--- src/rtl/main_ctr_if.sv ---
// main_ctr_if: control-unit bundle between main_ctr (master) and the datapath (slave).
interface main_ctr_if #(parameter int OPW = 6);
  logic [OPW-1:0] opcode;
  logic           mem_ready;
  logic [2:0]     ALUop;
  logic           pc_write;
  logic           pc_write_cond;
  logic           ir_write;
  logic           mem_read;
  logic           mem_write;
  logic           i_or_d;
  logic           mem_to_reg;
  logic           reg_dst;
  logic           reg_write;
  logic           alu_src_a;
  logic [1:0]     alu_src_b;
  logic [1:0]     pc_source;
  logic [3:0]     state;
  logic           illegal;
  modport master (
    input  opcode, mem_ready,
    output ALUop, pc_write, pc_write_cond, ir_write, mem_read, mem_write, i_or_d,
           mem_to_reg, reg_dst, reg_write, alu_src_a, alu_src_b, pc_source, state, illegal
  );
  modport slave (
    output opcode, mem_ready,
    input  ALUop, pc_write, pc_write_cond, ir_write, mem_read, mem_write, i_or_d,
           mem_to_reg, reg_dst, reg_write, alu_src_a, alu_src_b, pc_source, state, illegal
  );
endinterface

--- src/rtl/main_ctr.sv ---
// main_ctr: multi-cycle A2K main control FSM; define MAIN_CTR_TRAP_EN to trap on illegal opcodes.
module main_ctr #(parameter int OPW = 6) (
  input  logic       clk,
  input  logic       rst_n,
  main_ctr_if.master bus
);
  typedef enum logic [3:0] {
    FETCH, DECODE, MEM_ADDR, MEM_RD, MEM_WB, MEM_WR, R_EXEC, R_WB, BRANCH, JUMP, I_EXEC, I_WB, TRAP
  } state_t;
  localparam logic [OPW-1:0] OP_R    = OPW'(6'h00);
  localparam logic [OPW-1:0] OP_LW   = OPW'(6'h23);
  localparam logic [OPW-1:0] OP_SW   = OPW'(6'h2B);
  localparam logic [OPW-1:0] OP_BEQ  = OPW'(6'h04);
  localparam logic [OPW-1:0] OP_J    = OPW'(6'h02);
  localparam logic [OPW-1:0] OP_ADDI = OPW'(6'h08);
  localparam logic [OPW-1:0] OP_ANDI = OPW'(6'h0C);
  localparam logic [OPW-1:0] OP_ORI  = OPW'(6'h0D);
`ifdef MAIN_CTR_TRAP_EN
  localparam state_t ILL_NXT = TRAP;
`else
  localparam state_t ILL_NXT = FETCH;
`endif
  state_t         st, nxt;
  logic [OPW-1:0] op_q;
  logic           is_i;
  logic           legal;
  assign is_i  = bus.opcode == OP_ADDI || bus.opcode == OP_ANDI || bus.opcode == OP_ORI;
  assign legal = is_i || bus.opcode == OP_R || bus.opcode == OP_LW || bus.opcode == OP_SW ||
                 bus.opcode == OP_BEQ || bus.opcode == OP_J;
  assign bus.state = st;
  always_ff @(posedge clk or negedge rst_n)
    if (!rst_n) begin
      st   <= FETCH;
      op_q <= '0;
    end else begin
      st <= nxt;
      if (st == DECODE) op_q <= bus.opcode;
    end
  // Outputs are forced to their idle values while reset is held, even though FETCH is the reset state.
  always_comb begin
    nxt               = st;
    bus.ALUop         = 3'b001;
    bus.pc_write      = 1'b0;
    bus.pc_write_cond = 1'b0;
    bus.ir_write      = 1'b0;
    bus.mem_read      = 1'b0;
    bus.mem_write     = 1'b0;
    bus.i_or_d        = 1'b0;
    bus.mem_to_reg    = 1'b0;
    bus.reg_dst       = 1'b0;
    bus.reg_write     = 1'b0;
    bus.alu_src_a     = 1'b0;
    bus.alu_src_b     = 2'b00;
    bus.pc_source     = 2'b00;
    bus.illegal       = 1'b0;
    case (st)
      FETCH: begin
        bus.mem_read  = rst_n;
        bus.alu_src_b = rst_n ? 2'b01 : 2'b00;
        bus.ir_write  = rst_n && bus.mem_ready;
        bus.pc_write  = rst_n && bus.mem_ready;
        nxt           = bus.mem_ready ? DECODE : FETCH;
      end
      DECODE: begin
        bus.alu_src_b = 2'b11;
        bus.illegal   = !legal;
        nxt = (bus.opcode == OP_LW || bus.opcode == OP_SW) ? MEM_ADDR :
              bus.opcode == OP_R   ? R_EXEC :
              bus.opcode == OP_BEQ ? BRANCH :
              bus.opcode == OP_J   ? JUMP   :
              is_i                 ? I_EXEC : ILL_NXT;
      end
      MEM_ADDR: begin
        bus.alu_src_a = 1'b1;
        bus.alu_src_b = 2'b10;
        nxt           = op_q == OP_LW ? MEM_RD : MEM_WR;
      end
      MEM_RD: begin
        bus.mem_read = 1'b1;
        bus.i_or_d   = 1'b1;
        nxt          = bus.mem_ready ? MEM_WB : MEM_RD;
      end
      MEM_WB: begin
        bus.reg_write  = 1'b1;
        bus.mem_to_reg = 1'b1;
        nxt            = FETCH;
      end
      MEM_WR: begin
        bus.mem_write = 1'b1;
        bus.i_or_d    = 1'b1;
        nxt           = bus.mem_ready ? FETCH : MEM_WR;
      end
      R_EXEC: begin
        bus.alu_src_a = 1'b1;
        bus.ALUop     = 3'b000;
        nxt           = R_WB;
      end
      R_WB: begin
        bus.reg_write = 1'b1;
        bus.reg_dst   = 1'b1;
        nxt           = FETCH;
      end
      BRANCH: begin
        bus.alu_src_a     = 1'b1;
        bus.ALUop         = 3'b011;
        bus.pc_write_cond = 1'b1;
        bus.pc_source     = 2'b01;
        nxt               = FETCH;
      end
      JUMP: begin
        bus.pc_write  = 1'b1;
        bus.pc_source = 2'b10;
        nxt           = FETCH;
      end
      I_EXEC: begin
        bus.alu_src_a = 1'b1;
        bus.alu_src_b = 2'b10;
        bus.ALUop     = op_q == OP_ANDI ? 3'b101 : op_q == OP_ORI ? 3'b111 : 3'b001;
        nxt           = I_WB;
      end
      I_WB: begin
        bus.reg_write = 1'b1;
        nxt           = FETCH;
      end
      TRAP: bus.illegal = 1'b1;
      default: nxt = FETCH;
    endcase
  end
endmodule

--- src/flat_wrapper.sv ---
// flat-port wrapper written by rule: the top's interface ports become plain ports
module main_ctr_flat 
#(parameter int OPW = 6)
  (clk, rst_n, bus_opcode, bus_mem_ready, bus_ALUop, bus_pc_write, bus_pc_write_cond, bus_ir_write, bus_mem_read, bus_mem_write, bus_i_or_d, bus_mem_to_reg, bus_reg_dst, bus_reg_write, bus_alu_src_a, bus_alu_src_b, bus_pc_source, bus_state, bus_illegal);
  main_ctr_if #(.OPW(OPW)) bus_i ();
  input  logic clk;
  input  logic rst_n;
  input wire logic [$bits(bus_i.opcode)-1:0] bus_opcode;
  input wire logic [$bits(bus_i.mem_ready)-1:0] bus_mem_ready;
  output wire logic [$bits(bus_i.ALUop)-1:0] bus_ALUop;
  output wire logic [$bits(bus_i.pc_write)-1:0] bus_pc_write;
  output wire logic [$bits(bus_i.pc_write_cond)-1:0] bus_pc_write_cond;
  output wire logic [$bits(bus_i.ir_write)-1:0] bus_ir_write;
  output wire logic [$bits(bus_i.mem_read)-1:0] bus_mem_read;
  output wire logic [$bits(bus_i.mem_write)-1:0] bus_mem_write;
  output wire logic [$bits(bus_i.i_or_d)-1:0] bus_i_or_d;
  output wire logic [$bits(bus_i.mem_to_reg)-1:0] bus_mem_to_reg;
  output wire logic [$bits(bus_i.reg_dst)-1:0] bus_reg_dst;
  output wire logic [$bits(bus_i.reg_write)-1:0] bus_reg_write;
  output wire logic [$bits(bus_i.alu_src_a)-1:0] bus_alu_src_a;
  output wire logic [$bits(bus_i.alu_src_b)-1:0] bus_alu_src_b;
  output wire logic [$bits(bus_i.pc_source)-1:0] bus_pc_source;
  output wire logic [$bits(bus_i.state)-1:0] bus_state;
  output wire logic [$bits(bus_i.illegal)-1:0] bus_illegal;
  assign bus_i.opcode = bus_opcode;
  assign bus_i.mem_ready = bus_mem_ready;
  assign bus_ALUop = bus_i.ALUop;
  assign bus_pc_write = bus_i.pc_write;
  assign bus_pc_write_cond = bus_i.pc_write_cond;
  assign bus_ir_write = bus_i.ir_write;
  assign bus_mem_read = bus_i.mem_read;
  assign bus_mem_write = bus_i.mem_write;
  assign bus_i_or_d = bus_i.i_or_d;
  assign bus_mem_to_reg = bus_i.mem_to_reg;
  assign bus_reg_dst = bus_i.reg_dst;
  assign bus_reg_write = bus_i.reg_write;
  assign bus_alu_src_a = bus_i.alu_src_a;
  assign bus_alu_src_b = bus_i.alu_src_b;
  assign bus_pc_source = bus_i.pc_source;
  assign bus_state = bus_i.state;
  assign bus_illegal = bus_i.illegal;
  main_ctr #(.OPW(OPW)) u_core (.clk(clk), .rst_n(rst_n), .bus(bus_i));
endmodule
--- config.mk ---
export PLATFORM = sky130hd
export DESIGN_NAME = main_ctr_flat
export DESIGN_NICKNAME = d
export VERILOG_FILES = /design/src/rtl/main_ctr_if.sv /design/src/rtl/main_ctr.sv /design/src/flat_wrapper.sv
export SDC_FILE = /design/constraint.sdc
export NUM_CORES = 1
export LEC_CHECK = 0
export ABC_AREA = 1
export CAP_MARGIN = 25
export CORE_MARGIN = 1
export CORE_UTILIZATION = 25
export CTS_CLUSTER_DIAMETER = 40
export CTS_CLUSTER_SIZE = 10
export DETAILED_ROUTE_END_ITERATION = 12
export GPL_TIMING_DRIVEN = 0
export SYNTH_ARGS = -nofsm -noshare
export SYNTH_HDL_FRONTEND = slang
export SYNTH_SLANG_ARGS = --single-unit
--- constraint.sdc ---
create_clock -name clk -period 1.5 [get_ports clk]
set_input_delay 0.15 -clock clk [delete_from_list [all_inputs] [get_ports clk]]
set_output_delay 0.15 -clock clk [all_outputs]
set_load 0.05 [all_outputs]
; After elaboration in Yosys (flattened, before gate mapping)
; Index checks and enable logic that the tools add are counted.
[totals]
ff_bits = 10
input_bits = 9
elab_cells = 67
out_inout_bits = 22
[op_classes]
n_reduce_logical = 16
n_mux = 27
n_eq_ne = 22
[ops]
columns = operator, count
row1 = $pmux 4 s8, 1
row2 = $eq 6x4->1 const B, 5
row3 = $eq 4x4->1 const B, 5
row4 = $mux 4, 5
row5 = $eq 6x6->1 const B, 3
row6 = $eq 4x3->1 const B, 4
row7 = $mux 3, 5
row8 = $mux 1, 10
row9 = $pmux 3 s3, 1
row10 = $eq 4x2->1 const B, 2
row11 = $logic_or 1x1->1, 8
row12 = $eq 6x2->1 const B, 1
row13 = $eq 6x3->1 const B, 1
row14 = $logic_not 6->1, 1
row15 = $pmux 1 s2, 3
row16 = $pmux 2 s3, 1
row17 = $eq 4x1->1 const B, 1
row18 = $logic_not 4->1, 1
row19 = $pmux 2 s2, 1
row20 = $reduce_or 2->1, 2
row21 = $reduce_or 4->1, 1
row22 = $reduce_or 3->1, 1
row23 = $logic_and 1x1->1, 1
row24 = $logic_not 1->1, 1

; Depth between registers and ports, before layout
; Gate-level depths: netlist of the first run.
[logic_depth]
ltp_word = 10
ltp_mapped = 7

; Worst setup path before layout of the first run
; OpenSTA, ideal clock, no wires.
[synth_timing]
kind = flip-flop to output port
from = register u_core.st[3], in the netlist u_core.bus.state[3]
to = output port bus_ALUop[1]
path_stages_with_launch = 5
arrival_ns = 2.360
slack_ns = -1.010
cell_sequence = dfrtp_1 > nand2_1 > nor2_1 > inv_1 > o21ai_0
[synth_via]
elab_chain_cells = 2
[synth_rtl]
columns = item, line_no
row1 = from (decl), main_ctr.sv:23  ; state_t st, nxt;
row2 = from (signal assigned), main_ctr.sv:36  ; st <= nxt;
row3 = $eq 4x4->1 / $eq 4x3->1 (equally long branches), main_ctr.sv:56  ; case (st)
row4 = $pmux 3 s3 (*), main_ctr.sv:56
row5 = to (decl), flat_wrapper.sv:10  ; output wire logic [$bits(bus_i.ALUop)-1:0] bus_ALUop;
; Mark *: on every way between the ends. The rest lies on a longest branch, timed or not.

; Worst setup path after layout of the first run
[layout_timing]
from = register u_core.st[2], in the netlist u_core.bus.state[2]
to = output port bus_alu_src_a
[layout_via]
elab_chain_cells = 3
[layout_rtl]
columns = item, line_no
row1 = $eq 4x4->1 (tied with other cells), main_ctr.sv:56
row2 = $reduce_or 4->1 (no line) (*), n/a
row3 = $mux 1 (*), main_ctr.sv:56
row4 = to (decl), flat_wrapper.sv:20  ; output wire logic [$bits(bus_i.alu_src_a)-1:0] bus_alu_src_a;
; Marked as above.

==> results.sh, run 1 <==
export IMPL_num_antenna_cells=0
export IMPL_finalInstanceArea_um2=1653
export IMPL_htreeDepth=1
export IMPL_ant_nets=0
export IMPL_grt_setup_unrepaired="yes"
export IMPL_final_cell_mix="nand2_1, buf_4, buf_6"
export IMPL_whs_endpoint="u_core.op_q[3]$_DFFE_PN0P_"
export IMPL_power_density_nw_per_um2=1048
export IMPL_regArea_um2=255.2
export IMPL_period_minus_slack_ps=1603
export IMPL_p_total_mw=1.732
export IMPL_die_y_um=58.77
export IMPL_cts_root_buf="clkbuf_4"
export IMPL_cp_max_fo=6
export IMPL_area_delta_synth_final_pct=105.1
export IMPL_cts_tree="done"
export IMPL_std_cell_rows=20
export IMPL_path_delay_family="flip-flops"
export IMPL_skew_ps=6.360
export IMPL_synthDistinctLibCells=18
export IMPL_wirelength_um=2751
export IMPL_violations="negative setup slack"
export IMPL_slowest_delay_ps=450
export IMPL_first_global_vias=967
export IMPL_synth_top_area_share=0.3106
export IMPL_viasPerCell=4.579
export IMPL_drc_errors=0
export IMPL_rrSetupSlack_ps=-70
export IMPL_die_area_um2=3454
export IMPL_syn_nets=144
export IMPL_netlist_area_um2=805.8
export IMPL_synth_area_leaders="dfrtp_1, nand2_1, nor2_1"
export IMPL_syn_area_per_cell_um2=5.969
export IMPL_status="finished, violations left"
export IMPL_firstDrtPassIters=4
export IMPL_clock_latency_ps=260
export IMPL_worstPathArrival_ps=1450
export IMPL_grt_pass1_wl_um=4029
export IMPL_max_freq_mhz=623.9
export IMPL_grt_max_degree=11
export IMPL_path_class="flop to output port"
export IMPL_cts_sinks=10
export IMPL_vias=1076
export IMPL_grt_overflow=0
export IMPL_hold_viol=0
export IMPL_drive_gt1_frac=0.5026
export IMPL_synth_warning_count=0
export IMPL_nets=201
export IMPL_final_cell_count_no_fill=235
export IMPL_wl_per_cell_um=11.71
export IMPL_max_cap_viol_count=0
export IMPL_placedCellCount=209
export IMPL_worstReg2RegEnd="u_core.bus.state[1]$_DFFE_PN0P_"
export IMPL_die_x_um=58.77
export IMPL_place_area_um2=1265
export IMPL_syn_inst=135
export IMPL_final_common_cell="nand2_1"
export IMPL_p_leak_nw=0.8487
export IMPL_end_kind="output port"
export IMPL_cp_num_buf_inv=3
export IMPL_cp_required_ps=1350
export IMPL_crit_slowest_cell="dfrtp_2"
export IMPL_reg2reg_depth=10
export IMPL_yosysSeqAreaShare=0.3106
export IMPL_startpoint_type="flop"
export IMPL_start_util=0.2639
export IMPL_hp_start="bus_opcode[3]"
export IMPL_drt_initial_drc_count=29
export IMPL_crit_chain="buf_4, buf_4, nand2_8, nand2_4, nand2_4, nand3_4, buf_8"
export IMPL_coreArea_um2=3053
export IMPL_period_share=1.069
export IMPL_ys_seq_elements=10
export IMPL_fill_cells=278
export IMPL_hold_path_depth=3
export IMPL_ios=31
export IMPL_drv_slew=0
export IMPL_cts_max_path_buffers=2
export IMPL_tightest_slew_ps=492.1
export IMPL_dpl_hpwl_um=1785
export IMPL_cts_buffers=3
export IMPL_synth_top_cell_by_area="dfrtp_1"
export IMPL_ir_drop_uv=377.8
export IMPL_multiInputGateArea_um2=670.6
export IMPL_antenna_found_initial=0
export IMPL_slew_headroom=0.6732
export IMPL_worstReg2RegStart="u_core.bus.state[2]$_DFFE_PN0P_"
export IMPL_grt_use_total=0.1530
export IMPL_place_gp_congestion=0.8361
export IMPL_clkTransAtPathRegs_ps=70
export IMPL_port_buffers=30
export IMPL_setup_viol=12
export IMPL_hold_path_class="input pin to flop"
export IMPL_fin_ws_ps=-102.8
==> stage by stage <==
stage | hold slack (ps) | setup slack, ps | setup TNS [ps] | utilization
2_1_floorplan | -145.6 | -105.3 | -304.4 | -
3_3_place_gp | 487.1 | -875.9 | -9246 | 0.4143
3_5_place_dp | 492.3 | -905.0 | -9555 | 0.4143
4_1_cts | 490.0 | -159.7 | -669.1 | 0.4783
5_1_grt | 557.7 | -192.6 | -1856 | 0.5414
6_report | 531.5 | -102.8 | -795.8 | 0.5414
==> synthesized netlist by cell type, drive strengths merged <==
cell type and count:
a21oi 1, buf 2, dfrtp 10, inv 24, nand2 38, nand3 13, nand4 4, nor2 31
o211ai 1, o21ai 9, o21bai 1, o22ai 1
==> tightest hold or removal path, stage by stage <==
cell and delay (ps):
clkdlybuf4s50_1 440, inv_1 90, o21ai_1 70
==> worst max-delay path by stage <==
stage                                         start             to  slack (ps)  depth (start not counted)
floorplan           u_core.bus.state[0]$_DFFE_PN0P_   bus_ALUop[1]        -110                          5
global placement                              rst_n   bus_pc_write        -880                          4
detailed placement                            rst_n   bus_pc_write        -910                          4
CTS                 u_core.bus.state[3]$_DFFE_PN0P_    bus_illegal        -160                          8
global route                          bus_opcode[0]    bus_illegal        -190                          8
finish              u_core.bus.state[2]$_DFFE_PN0P_  bus_alu_src_a        -100                          7
==> registers in the layout (all words and copies together) (netlist names) <==
name	cells
u_core.bus.state	4
u_core.op_q	6
==> timing repair <==
item / CTS / global route
endpoints found under the hold margin: 10 / 0
resized for setup: 149 / 41
pin swaps: 11 / 9
buffers inserted: 11 / 10
hold buffers: 1 / 0
endpoints found under the setup margin: 22 / 19
==> final cells by class <==
class                           instances  area share
Timing Repair Buffer                   52      0.3043
Multi-Input combinational cell         99      0.4058
Clock buffer                            4     0.02195
Sequential cell                        10      0.1544
Tap cell                               44     0.03331
Buffer                                  2     0.01363
Inverter                               24     0.06662
==> layer usage <==
layer	GRT usage	wire (um)	vias to the layer above
met5	0	0	-
li1	-	-	537
met2	0.2662	1437	39
met3	0.01319	93	6
met4	0.09184	55	0
met1	0.1823	1165	494
==> where the power goes <==
part	internal (mW)	total (mW)	leakage, nW	switching (mW)
combinational	0.438	1.05	0.706	0.614
sequential	0.357	0.446	0.122	0.0894
clock	0.147	0.233	0.0210	0.0861
==> kinds of logic (layout without fill, tap and decap cells) <==
| group | count (synthesis) | in the layout | synth area share |
|---|---|---|---|
| buffers and inverters | 26 | 82 | 0.1351 |
| AOI/OAI and AO/OA | 13 | 13 | 0.08851 |
| DFF | 10 | 10 | 0.3106 |
| and+or+nand+nor | 86 | 86 | 0.4658 |
Note: power is estimated with default switching activity, not from simulation.
==> run 2, diff against run 1 <==
- GPL_TIMING_DRIVEN: 0 -> default
==> results.sh, run 2 (synthesis results as in run 1) <==
export IMPL_top_register="u_core.op_q"
export IMPL_multiInputGateArea_um2=664.4
export IMPL_htreeDepth=1
export IMPL_die_y_um=58.77
export IMPL_violations="negative setup slack"
export IMPL_path_class="flop to output port"
export IMPL_cts_sinks=10
export IMPL_period_share=1.107
export IMPL_final_common_cell="nand2_1"
export IMPL_largest_reg_flops=6
export IMPL_drv_slew=0
export IMPL_ctsHoldBuffers=0
export IMPL_die_area_um2=3454
export IMPL_ir_drop_uv=451.9
export IMPL_grt_overflow=0
export IMPL_wl_per_cell_um=11.64
export IMPL_grt_setup_unrepaired="yes"
export IMPL_startpoint_type="flop"
export IMPL_end_kind="output port"
export IMPL_std_cell_rows=20
export IMPL_power_density_nw_per_um2=978.6
export IMPL_clock_latency_ps=260
export IMPL_start_util=0.2639
export IMPL_worstReg2RegEnd="u_core.bus.state[0]$_DFFE_PN0P_"
export IMPL_first_global_vias=1071
export IMPL_reg2reg_depth=9
export IMPL_area_delta_synth_final_pct=127.8
export IMPL_die_x_um=58.77
export IMPL_drt_initial_drc_count=25
export IMPL_fin_ws_ps=-160.1
export IMPL_tns_ps=-1301
export IMPL_clkTransAtPathRegs_ps=70
export IMPL_cts_root_buf="clkbuf_4"
export IMPL_worstPathArrival_ps=1510
export IMPL_hold_path_class="input pin to async pin"
export IMPL_p_leak_nw=0.8787
export IMPL_place_gp_congestion=0.8830
export IMPL_regArea_um2=255.2
export IMPL_hold_viol=0
export IMPL_tightest_slew_ps=250.5
export IMPL_cts_buffers=3
export IMPL_period_minus_slack_ps=1660
export IMPL_setup_viol=17
export IMPL_dpl_hpwl_um=2064
export IMPL_firstDrtPassIters=4
export IMPL_max_freq_mhz=602.4
export IMPL_grt_max_degree=11
export IMPL_worstReg2RegStart="u_core.bus.state[2]$_DFFE_PN0P_"
export IMPL_post_route_util=0.6012
export IMPL_vias=1069
export IMPL_coreArea_um2=3053
export IMPL_drc_errors=0
export IMPL_wirelength_um=2758
export IMPL_cts_tree="done"
export IMPL_final_cell_mix="nand2_1, buf_12, buf_4"
export IMPL_antenna_found_initial=0
export IMPL_slew_headroom=0.8325
export IMPL_port_buffers=30
export IMPL_skew_ps=3.209
export IMPL_num_antenna_cells=0
export IMPL_cp_required_ps=1350
export IMPL_max_cap_viol_count=0
export IMPL_grt_use_total=0.1661
export IMPL_drive_gt1_frac=0.5130
export IMPL_cts_max_path_buffers=2
export IMPL_grt_pass1_wl_um=4395
export IMPL_ios=31
export IMPL_rrSetupSlack_ps=70
export IMPL_nets=203
export IMPL_viasPerCell=4.511
export IMPL_status="finished, violations left"
export IMPL_cp_max_fo=4
export IMPL_ant_nets=0
export IMPL_fill_cells=267
[run 2: cell count changes in the layout (fill, tap and decap cells not counted), sizes merged]
cell,previous run,this run
buf,41,48
clkbuf,6,4
clkdlybuf4s50,7,8
dlygate4sd2,3,0
dlygate4sd3,1,0
[run 2: how the worst max path moves through the flow]
stage / startpoint / end / slack (ps) / cells past startpoint
floorplan: u_core.bus.state[0]$_DFFE_PN0P_ / bus_ALUop[1] / -110 / 5
global placement: bus_opcode[4] / bus_illegal / -70 / 8
detailed placement: bus_opcode[4] / bus_illegal / -130 / 8
CTS: u_core.bus.state[2]$_DFFE_PN0P_ / bus_illegal / -120 / 8
global route: u_core.bus.state[2]$_DFFE_PN0P_ / bus_mem_read / -240 / 6
finish: u_core.bus.state[3]$_DFFE_PN0P_ / bus_mem_read / -160 / 6
[run 2: repair_timing]
action | 4_1_cts | 5_1_grt
endpoints found under the setup margin | 15 | 18
hold endpoints to repair | 0 | 0
buffers inserted | 7 | 4
gates resized for setup | 38 | 9
pin swaps | 6 | 10
[run 2: per-layer routing]
layer / share of wire / wire length [um] / up-vias / global-route usage
met5: 0 / 0 / - / 0
met4: 0.017 / 46 / 0 / 0.05782
met3: 0.034 / 94 / 4 / 0.01978
met2: 0.55 / 1510 / 33 / 0.3295
met1: 0.40 / 1107 / 494 / 0.1774
li1: - / - / 538 / -
[run 2: through the flow]
step	instance area (um2)	std cells	power, mW	hold WS [ps]	worst slack [ps]
2_1_floorplan	909.6	135	0.9751	-145.6	-105.3
4_1_cts	1780	233	1.742	237.1	-124.6
5_1_grt	1836	237	1.903	234.6	-242.3
6_report	1836	237	1.796	242.9	-160.1
3_5_place_dp	1550	222	1.376	491.8	-134.0
3_3_place_gp	1550	222	1.359	482.9	-74.17
[run 2: power breakdown]
part / leakage (nW) / internal [mW] / total (mW) / switching, mW
clock: 0.0210 / 0.147 / 0.238 / 0.0905
sequential: 0.122 / 0.357 / 0.435 / 0.0784
combinational: 0.736 / 0.495 / 1.12 / 0.628
[run 2: critical path: stages (launching register included)]
cell and delay (ps):
dfrtp_2 450, nor2_4 180, inv_4 70, nor2_1 160, inv_1 110, nand2_1 120
buf_12 140
[run 2: cell type report]
| type | count | share of cell area |
|---|---|---|
| repair buffers | 56 | 0.3947 |
| multi-input cells | 99 | 0.3620 |
| flip-flops and latches | 10 | 0.1391 |
| clock buffers | 4 | 0.01977 |
| inverters | 24 | 0.05453 |
| well taps | 44 | 0.02999 |
==> run 3, diff against run 2 <==
- CTS_BUF_LIST: default -> sky130_fd_sc_hd__clkbuf_2
==> results.sh, run 3 (synthesis results as in run 1) <==
export IMPL_status="finished, violations left"
export IMPL_violations="negative setup slack"
export IMPL_final_common_cell="nand2_1"
export IMPL_period_minus_slack_ps=1591
export IMPL_ir_drop_uv=459.2
export IMPL_std_cell_rows=20
export IMPL_p_leak_nw=0.8508
export IMPL_die_area_um2=3454
export IMPL_placedCellCount=222
export IMPL_nets=198
export IMPL_wirelength_um=2586
export IMPL_drt_initial_drc_count=13
export IMPL_grt_use_total=0.1610
export IMPL_max_freq_mhz=628.6
export IMPL_fin_ws_ps=-90.92
export IMPL_largest_reg_flops=6
export IMPL_grt_setup_unrepaired="yes"
export IMPL_cts_sinks=10
export IMPL_crit_path_end="bus_illegal"
export IMPL_num_antenna_cells=0
export IMPL_dpl_hpwl_um=2064
export IMPL_cts_root_buf="clkbuf_2"
export IMPL_hold_viol=0
export IMPL_area_delta_synth_final_pct=115.5
export IMPL_die_y_um=58.77
export IMPL_final_cell_count_no_fill=232
export IMPL_power_density_nw_per_um2=956.4
export IMPL_place_gp_congestion=0.8830
export IMPL_max_cap_viol_count=0
export IMPL_drv_slew=0
export IMPL_hold_path_class="input pin to async pin"
export IMPL_dp_slack_ps=-134.0
export IMPL_coreArea_um2=3053
export IMPL_drive_gt1_frac=0.4628
export IMPL_rrSetupSlack_ps=100
export IMPL_final_cell_mix="nand2_1, buf_12, buf_4"
export IMPL_ctsHoldBuffers=0
export IMPL_path_class="input pin to output port"
export IMPL_cp_max_fo=5
export IMPL_port_buffers=30
export IMPL_skew_ps=16.73
export IMPL_start_util=0.2639
export IMPL_setup_viol=14
export IMPL_drc_errors=0
export IMPL_place_area_um2=1550
export IMPL_cp_required_ps=1350
export IMPL_slew_headroom=0.8248
export IMPL_wl_per_cell_um=11.15
export IMPL_antenna_found_initial=0
export IMPL_clkTransAtPathRegs_ps=100
export IMPL_grt_max_degree=11
export IMPL_top_register="u_core.op_q"
export IMPL_ios=31
export IMPL_cts_max_path_buffers=2
export IMPL_clock_latency_ps=250
export IMPL_ant_nets=0
export IMPL_cts_tree="done"
export IMPL_grt_pass1_wl_um=4278
export IMPL_worstReg2RegEnd="u_core.bus.state[1]$_DFFE_PN0P_"
export IMPL_grt_overflow=0
export IMPL_post_route_util=0.5689
export IMPL_viasPerCell=4.366
export IMPL_worstPathArrival_ps=1440
export IMPL_end_kind="output port"
export IMPL_vias=1013
export IMPL_die_x_um=58.77
export IMPL_firstDrtPassIters=4
export IMPL_reg2reg_depth=8
export IMPL_startpoint_type="input pin"
export IMPL_period_share=1.061
export IMPL_htreeDepth=1
export IMPL_critPathLaunch="bus_opcode[4]"
export IMPL_tightest_slew_ps=262.0
export IMPL_finalInstanceArea_um2=1737
export IMPL_first_global_vias=1052
export IMPL_cts_buffers=3
export IMPL_worstReg2RegStart="u_core.bus.state[3]$_DFFE_PN0P_"
[run 3: critical path, stage by stage]
cell,delay [ps]
clkdlybuf4s50_1,460
nor2_2,240
nand3_1,100
nand2_1,150
nor2_4,60
nand2_2,80
nand2_4,50
buf_12,150
[run 3: metrics by stage]
step	TNS, ps	total power, mW	hold slack (ps)
global route	-1861	1.773	230.9
detailed placement	-134.0	1.376	491.8
global placement	-74.17	1.359	482.9
floorplan	-304.4	0.9751	-145.6
finish	-787.2	1.661	233.3
CTS	-748.0	1.641	236.4
[run 3: how the worst min path moves through the flow]
| stage | from | endpoint | slack, ps | depth (start not counted) |
|---|---|---|---|---|
| floorplan | rst_n | u_core.bus.state[0]$_DFFE_PN0P_ | -150 | 0 |
| global placement | u_core.op_q[4]$_DFFE_PN0P_ | u_core.op_q[4]$_DFFE_PN0P_ | 480 | 2 |
| detailed placement | u_core.op_q[4]$_DFFE_PN0P_ | u_core.op_q[4]$_DFFE_PN0P_ | 490 | 2 |
| CTS | rst_n | u_core.op_q[4]$_DFFE_PN0P_ | 240 | 2 |
| global route | rst_n | u_core.op_q[1]$_DFFE_PN0P_ | 230 | 2 |
| finish | rst_n | u_core.op_q[1]$_DFFE_PN0P_ | 230 | 2 |
[run 3: what timing repair did]
item                                    CTS  global route
endpoints found under the setup margin   15            18
pin swaps                                 4             1
setup buffers                             5             1
gates resized for setup                  26             7
[run 3: cell type report]
class | count | area, um2
well taps | 44 | 55.05
flip-flops and latches | 10 | 255.2
repair buffers | 51 | 670.6
fillers | 274 | 1316
inverters | 24 | 97.59
multi-input cells | 99 | 639.4
clock buffers | 3 | 15.01
clock inverters | 1 | 3.754
[run 3: report_power, final]
group	internal, mW	leakage [nW]	switching [mW]
Combinational	0.474	0.715	0.611
Clock	0.0580	0.0140	0.0842
Sequential	0.356	0.122	0.0780
Total	0.888	0.851	0.773
[run 3: routing by layer]
| metal | wire [um] | up-vias | global-route usage |
|---|---|---|---|
| met3 | 104 | 4 | 0.01758 |
| met4 | 39 | 0 | 0.06803 |
| li1 | - | 528 | - |
| met5 | 0 | - | 0 |
| met1 | 1072 | 445 | 0.1787 |
| met2 | 1369 | 36 | 0.3068 |
